`config.mk`:
```
export PLATFORM = sky130hd
export DESIGN_NAME = package_arbiter
export DESIGN_NICKNAME = d
export VERILOG_FILES = /design/src/rtl/pkg_arb_pkg.sv /design/src/rtl/pkg_arb_slot.sv /design/src/rtl/package_arbiter.sv
export SDC_FILE = /design/constraint.sdc
export NUM_CORES = 1
export LEC_CHECK = 0
export CORE_ASPECT_RATIO = 1.1
export CORE_MARGIN = 5
export CORE_UTILIZATION = 50
export CTS_BUF_LIST = sky130_fd_sc_hd__clkbuf_4
export DETAILED_ROUTE_END_ITERATION = 16
export GPL_TIMING_DRIVEN = 0
export PLACE_DENSITY_LB_ADDON = 0.3
export RECOVER_POWER = 50
export SYNTH_ARGS = -nofsm -noshare
export SYNTH_HDL_FRONTEND = slang
export SYNTH_SLANG_ARGS = --single-unit
```
`constraint.sdc`:
```
create_clock -name i_clk -period 3 [get_ports i_clk]
set_input_delay 0.3 -clock i_clk [delete_from_list [all_inputs] [get_ports i_clk]]
set_output_delay 0.3 -clock i_clk [all_outputs]
set_load 0.05 [all_outputs]
```
`src/rtl/pkg_arb_pkg.sv`:
```
// Shared constants, channel-width helper and channel-slot layout for package_arbiter.
// Latency: none (declarations only).
// Backpressure: none. PKG_ARB_TIMESTAMP_EN adds the stamp field to the slot layout.
package pkg_arb_pkg;

    // Package width produced by the assembly decoder.
    localparam int PKG_W_DEF = 28;

    // Width of the free-running capture timestamp.
    localparam int STAMP_W = 16;

    typedef logic [STAMP_W-1:0] stamp_t;

    // Channel index width, never narrower than one bit.
    function automatic int ch_w(input int n);
        return (n <= 2) ? 1 : $clog2(n);
    endfunction

    // Contents of one channel holding register. The package field is laid out
    // at the decoder width; the top converts to its own PKG_W at the ports.
    typedef struct packed {
        logic [PKG_W_DEF-1:0] pkg;
`ifdef PKG_ARB_TIMESTAMP_EN
        stamp_t               stamp;
`endif
    } slot_t;

endpackage

```
`src/rtl/pkg_arb_slot.sv`:
```
// One channel's holding register, pending flag and sticky overflow flag.
// Latency: a capture strobe sets pend on the next rising edge.
// Backpressure: a capture while held and not granted is dropped and flagged.
module pkg_arb_slot
    import pkg_arb_pkg::*;
(
    input  logic  clk,
    input  logic  rst,
    input  logic  cap,
    input  logic  grant,
    input  logic  ovf_clr,
    input  slot_t din,
    output logic  pend,
    output slot_t dat,
    output logic  ovf
);

    // Hold register: refill is allowed in the same cycle the old contents are granted.
    always_ff @(posedge clk) begin
        if (rst) begin
            pend <= 1'b0;
            dat  <= '0;
        end else if (cap && (!pend || grant)) begin
            dat  <= din;
            pend <= 1'b1;
        end else if (grant) begin
            pend <= 1'b0;
        end
    end

    // Sticky overflow: a new package arriving on top of an ungranted one; set beats clear.
    always_ff @(posedge clk) begin
        if (rst) begin
            ovf <= 1'b0;
        end else if (cap && pend && !grant) begin
            ovf <= 1'b1;
        end else if (ovf_clr) begin
            ovf <= 1'b0;
        end
    end

endmodule

```
`src/rtl/package_arbiter.sv`:
```
// Round-robin share of one package sink between N_CH decoder channels (PKG_ARB_TIMESTAMP_EN adds o_stamp).
// Latency: i_ready at cycle t gives o_valid from cycle t+2 when the output stage is free.
// Backpressure: o_valid/o_pkg held until i_accept; refused captures set sticky o_ovf.
module package_arbiter
    import pkg_arb_pkg::*;
#(
    parameter  int N_CH  = 4,
    parameter  int PKG_W = PKG_W_DEF,
    localparam int CH_W  = ch_w(N_CH)
) (
    input  logic                  i_clk,
    input  logic                  i_rst,
    input  logic                  i_ena,
    input  logic [N_CH*PKG_W-1:0] i_pkg,
    input  logic [N_CH-1:0]       i_ready,
    input  logic                  i_accept,
    output logic [PKG_W-1:0]      o_pkg,
    output logic [CH_W-1:0]       o_ch,
    output logic                  o_valid,
    output logic [N_CH-1:0]       o_ovf,
    input  logic                  i_ovf_clr
`ifdef PKG_ARB_TIMESTAMP_EN
    ,
    output logic [STAMP_W-1:0]    o_stamp
`endif
);

    logic [N_CH-1:0] pend;
    logic [N_CH-1:0] grant;
    slot_t           slot_dat [N_CH];
    logic            free;
    logic            found;
    logic [CH_W-1:0] win;
    logic [CH_W-1:0] cand;
    logic [CH_W-1:0] last;

`ifdef PKG_ARB_TIMESTAMP_EN
    stamp_t cnt;

    // Free-running cycle counter, wraps naturally at 0xFFFF.
    always_ff @(posedge i_clk) begin
        if (i_rst) begin
            cnt <= '0;
        end else begin
            cnt <= cnt + 1'b1;
        end
    end
`endif

    for (genvar k = 0; k < N_CH; k++) begin : g_slot
        slot_t din;

        assign din.pkg   = PKG_W_DEF'(i_pkg[k*PKG_W +: PKG_W]);
`ifdef PKG_ARB_TIMESTAMP_EN
        assign din.stamp = cnt;
`endif

        pkg_arb_slot u_slot (
            .clk     (i_clk),
            .rst     (i_rst),
            .cap     (i_ena & i_ready[k]),
            .grant   (grant[k]),
            .ovf_clr (i_ovf_clr),
            .din     (din),
            .pend    (pend[k]),
            .dat     (slot_dat[k]),
            .ovf     (o_ovf[k])
        );
    end

    assign free = !o_valid || i_accept;

    // Round-robin search starting one past the last winner, wrapping modulo N_CH.
    always_comb begin
        found = 1'b0;
        win   = '0;
        cand  = '0;
        for (int i = 1; i <= N_CH; i++) begin
            cand = CH_W'((int'(last) + i) % N_CH);
            if (!found && pend[cand]) begin
                found = 1'b1;
                win   = cand;
            end
        end
    end

    // One-hot grant back to the slots, only when the output stage can take it.
    always_comb begin
        grant = '0;
        if (free && found) begin
            grant[win] = 1'b1;
        end
    end

    // Output stage: load the winner when free, drop valid when free and idle.
    always_ff @(posedge i_clk) begin
        if (i_rst) begin
            o_valid <= 1'b0;
            o_pkg   <= '0;
            o_ch    <= '0;
            last    <= CH_W'(N_CH - 1);
`ifdef PKG_ARB_TIMESTAMP_EN
            o_stamp <= '0;
`endif
        end else if (free) begin
            if (found) begin
                o_valid <= 1'b1;
                o_pkg   <= PKG_W'(slot_dat[win].pkg);
                o_ch    <= win;
                last    <= win;
`ifdef PKG_ARB_TIMESTAMP_EN
                o_stamp <= slot_dat[win].stamp;
`endif
            end else begin
                o_valid <= 1'b0;
            end
        end
    end

endmodule

```
==> qor_table.md <==
| Parameter | Reported | Unit |
|:---|:---|:---|
| Outcome | finished clean | - |
| Clock tree buffer depth | 2 | - |
| Slack of the critical path | 0.2563 | ns |
| Total iterations of the first detailed-routing run | 6 | - |
| Post-DP HPWL | 15,290 | um |
| Clock Pin Slew Worst Setup and Hold Paths | 0.12 | ns |
| Overflow left after global routing | 0 | - |
| Post-synthesis area per instance | 9.912 | um^2 |
| TritonCTS clock tree | yes | - |
| Routed wire length | 20,570 | um |
| Number of pins exceeding their max-slew limit in the final report | 0 | - |
| Share of the yosys chip area belonging to registers | 0.4389 | - |
| Netlist area before placement | 6978 | um^2 |
| Crit path launch type | flip-flop | - |
| Max capacitance violation total | 0 | - |
| Starting utilization of the core area | 0.5079 | - |
| Final net count | 998 | - |
| Clock share of power | 0.259 | - |
| Antenna violations before repair | 0 | - |
| Number of vias per cell | 5.497 | - |
| Global Route Usage Sum | 0.2498 | - |
| HP Class | primary input to flip-flop | - |
| Sequential cell fraction of total power | 0.514 | - |
| Number of hold buffers added after cts | 0 | - |
| Count of cells resized by post-cts repair | 0 | - |
| Fin util | 0.6521 | - |
| CTS H-Tree Depth | 4 | - |
| Crit end category | flip-flop | - |
| Min cycle time layout | 2.744 | ns |
| Clock buffer count from CTS | 17 | - |
| Required time of the critical path | 3.48 | ns |
| Setup violation total in the final timing report | 0 | - |
| Class of the most critical setup path | flip-flop to flip-flop | - |
| Cells along the critical path | nor3b_2, a2111oi_4, a41oi_1, clkbuf_1, nand2_1, a21oi_1 | - |
| Sequential cell area | 3063 | um^2 |
| Instance count of the mapped netlist | 704 | - |
| Top Usage Layer GRT | met2 | - |
| Min-delay src | i_pkg[57] | - |
| Highest cell delay on the worst timing path | 0.93 | ns |
| Number of design rule violations left after detail routing | 0 | - |
| Cell depth of the worst flop-to-flop path | 6 | - |
| Clock net sink count | 153 | - |
| Pre-CTS setup slack | 0.1667 | ns |
| Fraction of layout cells with a size suffix above 1 | 0.07978 | - |
| Die X-Extent | 122.6 | um |
| Switch Pwr | 1330 | uW |
| Worst R2R Start | g_slot[1].u_slot.pend$_SDFFE_PP0P_ | - |
| Buffering stage count on the worst path with inverters included | 1 | - |
| Vias in the first global route | 6,245 | - |
| Count of different cell masters after synthesis | 38 | - |
| Placeable core region | 13,740 | um^2 |
| Destination of the worst register-to-register timing path | g_slot[2].u_slot.dat[14]$_SDFFE_PP0P_ | - |
| Total power per unit cell area | 485.9 | nW/um^2 |
| Post-synthesis to final-layout area growth | 28.38 | % |
| Delay-heaviest family, CP | compound AO/OA/AOI/OAI gates | - |
| CP Max Fanout | 10 | - |
| Setup repair after global routing missed its margin | no | - |
| Synth warn | 0 | - |
| Period utilization | 0.9146 | - |
| Cell Count, Final, Fillers Out | 1,079 | - |
| Via count | 5,931 | - |
| Hold Violations, Final | 0 | - |
| Share of total power in combinational logic | 0.227 | - |
| Top-level port count | 156 | - |
| GR Layer Usage met2 | 0.4265 | - |
| Cell count of the worst hold path | 3 | - |
| Cell-internal power | 3023 | uW |
| Count of routing violations after the opening detailed-route iteration | 375 | - |
| Slowest cell on crit path | sky130_fd_sc_hd__a41oi_1 | - |
| Remaining number of nets flagged by the antenna check after routing | 0 | - |
| Overall power of the completed layout | 4353 | uW |
| Routability-driven placement congestion ratio | 0.8755 | - |
| Post-CTS Setup Repair Bufs | 0 | - |
| Number of synthesized register bits | 153 | - |
| Arrival time worst endpoint | 3.22 | ns |
| Switching part of the total power | 0.3055 | - |
| Fin Setup TNS | 0 | ns |
| Worst hold path endpoint | g_slot[2].u_slot.dat[1]$_SDFFE_PP0P_ | - |
| Rel. slew slack | 0.2544 | - |
| Met3 track utilization from global routing | 0.05525 | - |
| Worst vdd ir | 0.0002447 | V |
| Slew at the pin with the worst max-slew slack | 1.104 | ns |
| Final-layout fill cell count | 1,161 | - |
| Total number of placement rows | 45 | - |
| Total nets after synthesis | 825 | - |
| Wire per inst | 19.06 | um |
| Cell chosen for the clock root | sky130_fd_sc_hd__clkbuf_4 | - |
| Leakage | 0.003370 | uW |
| Max Fclk | 364.5 | MHz |
| Die Y-Extent | 133.9 | um |
| Combined area of the multi-input logic cells | 3592 | um^2 |
| Port-buffer cells | 154 | - |
| Area enclosed by the die boundary | 16,420 | um^2 |
| Global-route wire length before repair | 31,390 | um |
| Dpl cells | 1,046 | - |
| Pin count of the biggest net entering global routing | 17 | - |
| Global routing met1 resource utilization | 0.2940 | - |
| Flop2flop setup slack | 0.26 | ns |
| Clock latency of the later-clocked register in the worst-skew pair | 0.56 | ns |
| Layout Skew | 0.01403 | ns |
==> routing by layer <==
layer / up-vias / routed length, um / part of all wire
met5: - / 0 / 0
met3: 67 / 1309 / 0.064
met1: 2843 / 8311 / 0.40
li1: 2780 / - / -
met2: 241 / 10150 / 0.49
met4: 0 / 801 / 0.039
==> worst max path at each step <==
stage	startpoint	cells after the start	slack, ns	end
4_1_cts	g_slot[3].u_slot.pend$_SDFFE_PP0P_	5	0.44	o_pkg[24]$_SDFFE_PP0P_
5_1_grt	g_slot[1].u_slot.pend$_SDFFE_PP0P_	7	0.11	g_slot[1].u_slot.dat[14]$_SDFFE_PP0P_
3_5_place_dp	i_accept	6	0.17	o_pkg[21]$_SDFFE_PP0P_
6_report	g_slot[1].u_slot.pend$_SDFFE_PP0P_	6	0.26	g_slot[2].u_slot.dat[14]$_SDFFE_PP0P_
2_1_floorplan	g_slot[1].u_slot.pend$_SDFFE_PP0P_	6	0.84	o_pkg[14]$_SDFFE_PP0P_
3_3_place_gp	i_accept	6	0.30	o_pkg[24]$_SDFFE_PP0P_
==> flip-flops by register name, summed over array words and instances (netlist names) <==
name                count
g_slot.u_slot.ovf       4
o_pkg                  28
last                    2
g_slot.u_slot.dat     112
o_ch                    2
o_valid                 1
g_slot.u_slot.pend      4
==> cell families (layout without fill, tap and decap cells) <==
logic type | after synthesis | count (layout) | share of synthesized area
buffers and inverters | 58 | 244 | 0.04375
AO/OA/AOI/OAI | 110 | 110 | 0.1096
flip-flops | 153 | 153 | 0.4389
AND/OR/NAND/NOR | 271 | 271 | 0.2162
multiplexers | 112 | 112 | 0.1915
other | 0 | 1 | 0
==> per-stage QoR <==
stage	hold slack, ns	instance area [um^2]
finish	0.2796	8959
floorplan	0.4331	6978
global placement	0.4409	8755
detailed placement	0.4476	8755
CTS	0.2547	8989
global route	0.2835	8956
==> cell usage after synthesis <==
cell type	n	area share
sky130_fd_sc_hd__buf_4	10	0.011
sky130_fd_sc_hd__a32oi_2	1	0.0023
sky130_fd_sc_hd__nor2_1	9	0.0048
sky130_fd_sc_hd__nor2b_1	3	0.0027
sky130_fd_sc_hd__o22ai_1	2	0.0018
sky130_fd_sc_hd__inv_1	2	0.0011
sky130_fd_sc_hd__a41oi_2	1	0.0023
sky130_fd_sc_hd__dfxtp_1	153	0.44
sky130_fd_sc_hd__o21ai_0	13	0.0093
sky130_fd_sc_hd__a31oi_1	1	0.00090
sky130_fd_sc_hd__clkbuf_1	35	0.019
sky130_fd_sc_hd__o21bai_1	1	0.0011
sky130_fd_sc_hd__buf_2	8	0.0057
sky130_fd_sc_hd__buf_6	1	0.0016
sky130_fd_sc_hd__a21o_1	1	0.0011
sky130_fd_sc_hd__mux4_2	16	0.052
sky130_fd_sc_hd__a21oi_2	1	0.0013
sky130_fd_sc_hd__nand2b_1	171	0.15
sky130_fd_sc_hd__o31ai_1	5	0.0054
sky130_fd_sc_hd__a2111oi_4	1	0.0039
sky130_fd_sc_hd__a41o_1	1	0.0014
sky130_fd_sc_hd__o21a_1	2	0.0022
sky130_fd_sc_hd__mux2_1	12	0.019
sky130_fd_sc_hd__nor3b_2	1	0.0018
sky130_fd_sc_hd__a32o_2	1	0.0016
sky130_fd_sc_hd__a221o_1	12	0.017
sky130_fd_sc_hd__a211oi_2	1	0.0018
sky130_fd_sc_hd__nor3_1	2	0.0014
sky130_fd_sc_hd__or3b_2	4	0.0050
sky130_fd_sc_hd__a21oi_1	48	0.034
sky130_fd_sc_hd__nand3_1	12	0.0086
sky130_fd_sc_hd__or4_4	1	0.0016
sky130_fd_sc_hd__nand2_1	67	0.036
sky130_fd_sc_hd__or3_1	1	0.00090
sky130_fd_sc_hd__buf_12	2	0.0057
sky130_fd_sc_hd__o21ai_1	2	0.0014
sky130_fd_sc_hd__a22o_1	16	0.020
sky130_fd_sc_hd__mux2i_1	84	0.12
==> power groups by stage <==
stage / Clock [uW] / Sequential (uW) / Combinational [uW]
after floorplan: 0 / 2350 / 514
after global placement: 0 / 2270 / 978
after detailed placement: 0 / 2280 / 998
after CTS: 1130 / 2240 / 1000
after global routing: 1210 / 2250 / 1050
final: 1130 / 2240 / 989
==> placed cells by master, fill, tap and decap left out, types with 2 or more instances in the layout <==
| master | netlist | layout |
|---|---|---|
| sky130_fd_sc_hd__dfxtp_1 | 153 | 153 |
| sky130_fd_sc_hd__mux2i_1 | 84 | 84 |
| sky130_fd_sc_hd__a21oi_1 | 48 | 48 |
| sky130_fd_sc_hd__nand2_1 | 67 | 67 |
| sky130_fd_sc_hd__nand2b_1 | 171 | 171 |
| sky130_fd_sc_hd__dlygate4sd3_1 | 0 | 35 |
| sky130_fd_sc_hd__nand3_1 | 12 | 12 |
| sky130_fd_sc_hd__buf_4 | 10 | 8 |
| sky130_fd_sc_hd__o31ai_1 | 5 | 5 |
| sky130_fd_sc_hd__nor2b_1 | 3 | 3 |
| sky130_fd_sc_hd__clkdlybuf4s50_1 | 0 | 119 |
| sky130_fd_sc_hd__o21ai_0 | 13 | 14 |
| sky130_fd_sc_hd__buf_2 | 8 | 7 |
| sky130_fd_sc_hd__buf_12 | 2 | 2 |
| sky130_fd_sc_hd__nor2_1 | 9 | 9 |
| sky130_fd_sc_hd__clkbuf_4 | 0 | 20 |
| sky130_fd_sc_hd__inv_1 | 2 | 2 |
| sky130_fd_sc_hd__clkinv_2 | 0 | 7 |
| sky130_fd_sc_hd__o21a_1 | 2 | 2 |
| sky130_fd_sc_hd__or3b_2 | 4 | 4 |
| sky130_fd_sc_hd__nor3_1 | 2 | 2 |
| sky130_fd_sc_hd__mux2_1 | 12 | 12 |
| sky130_fd_sc_hd__a221o_1 | 12 | 12 |
| sky130_fd_sc_hd__a22o_1 | 16 | 16 |
| sky130_fd_sc_hd__clkbuf_1 | 35 | 38 |
| sky130_fd_sc_hd__o22ai_1 | 2 | 2 |
| sky130_fd_sc_hd__clkinv_1 | 0 | 3 |
| sky130_fd_sc_hd__mux4_2 | 16 | 16 |
==> worst reg2reg max path, stage by stage, from the launching register on <==
cell and delay [ns]:
sky130_fd_sc_hd__dfxtp_1 0.50, sky130_fd_sc_hd__nor3b_2 0.33, sky130_fd_sc_hd__a2111oi_4 0.11, sky130_fd_sc_hd__a41oi_1 0.93, sky130_fd_sc_hd__clkbuf_1 0.50, sky130_fd_sc_hd__nand2_1 0.13, sky130_fd_sc_hd__a21oi_1 0.17
==> area by class of cell <==
type                       instances  share of cell area
tap                              188             0.02626
clock inverter                    12            0.009358
multi-input combinational        493              0.4010
inverter                           2           0.0008380
timing repair buffer             154              0.1721
buffer                            56             0.03156
sequential                       153              0.3419
antenna                            1           0.0002793
clock buffer                      20             0.01676
Power figures use the tool's default switching activity.
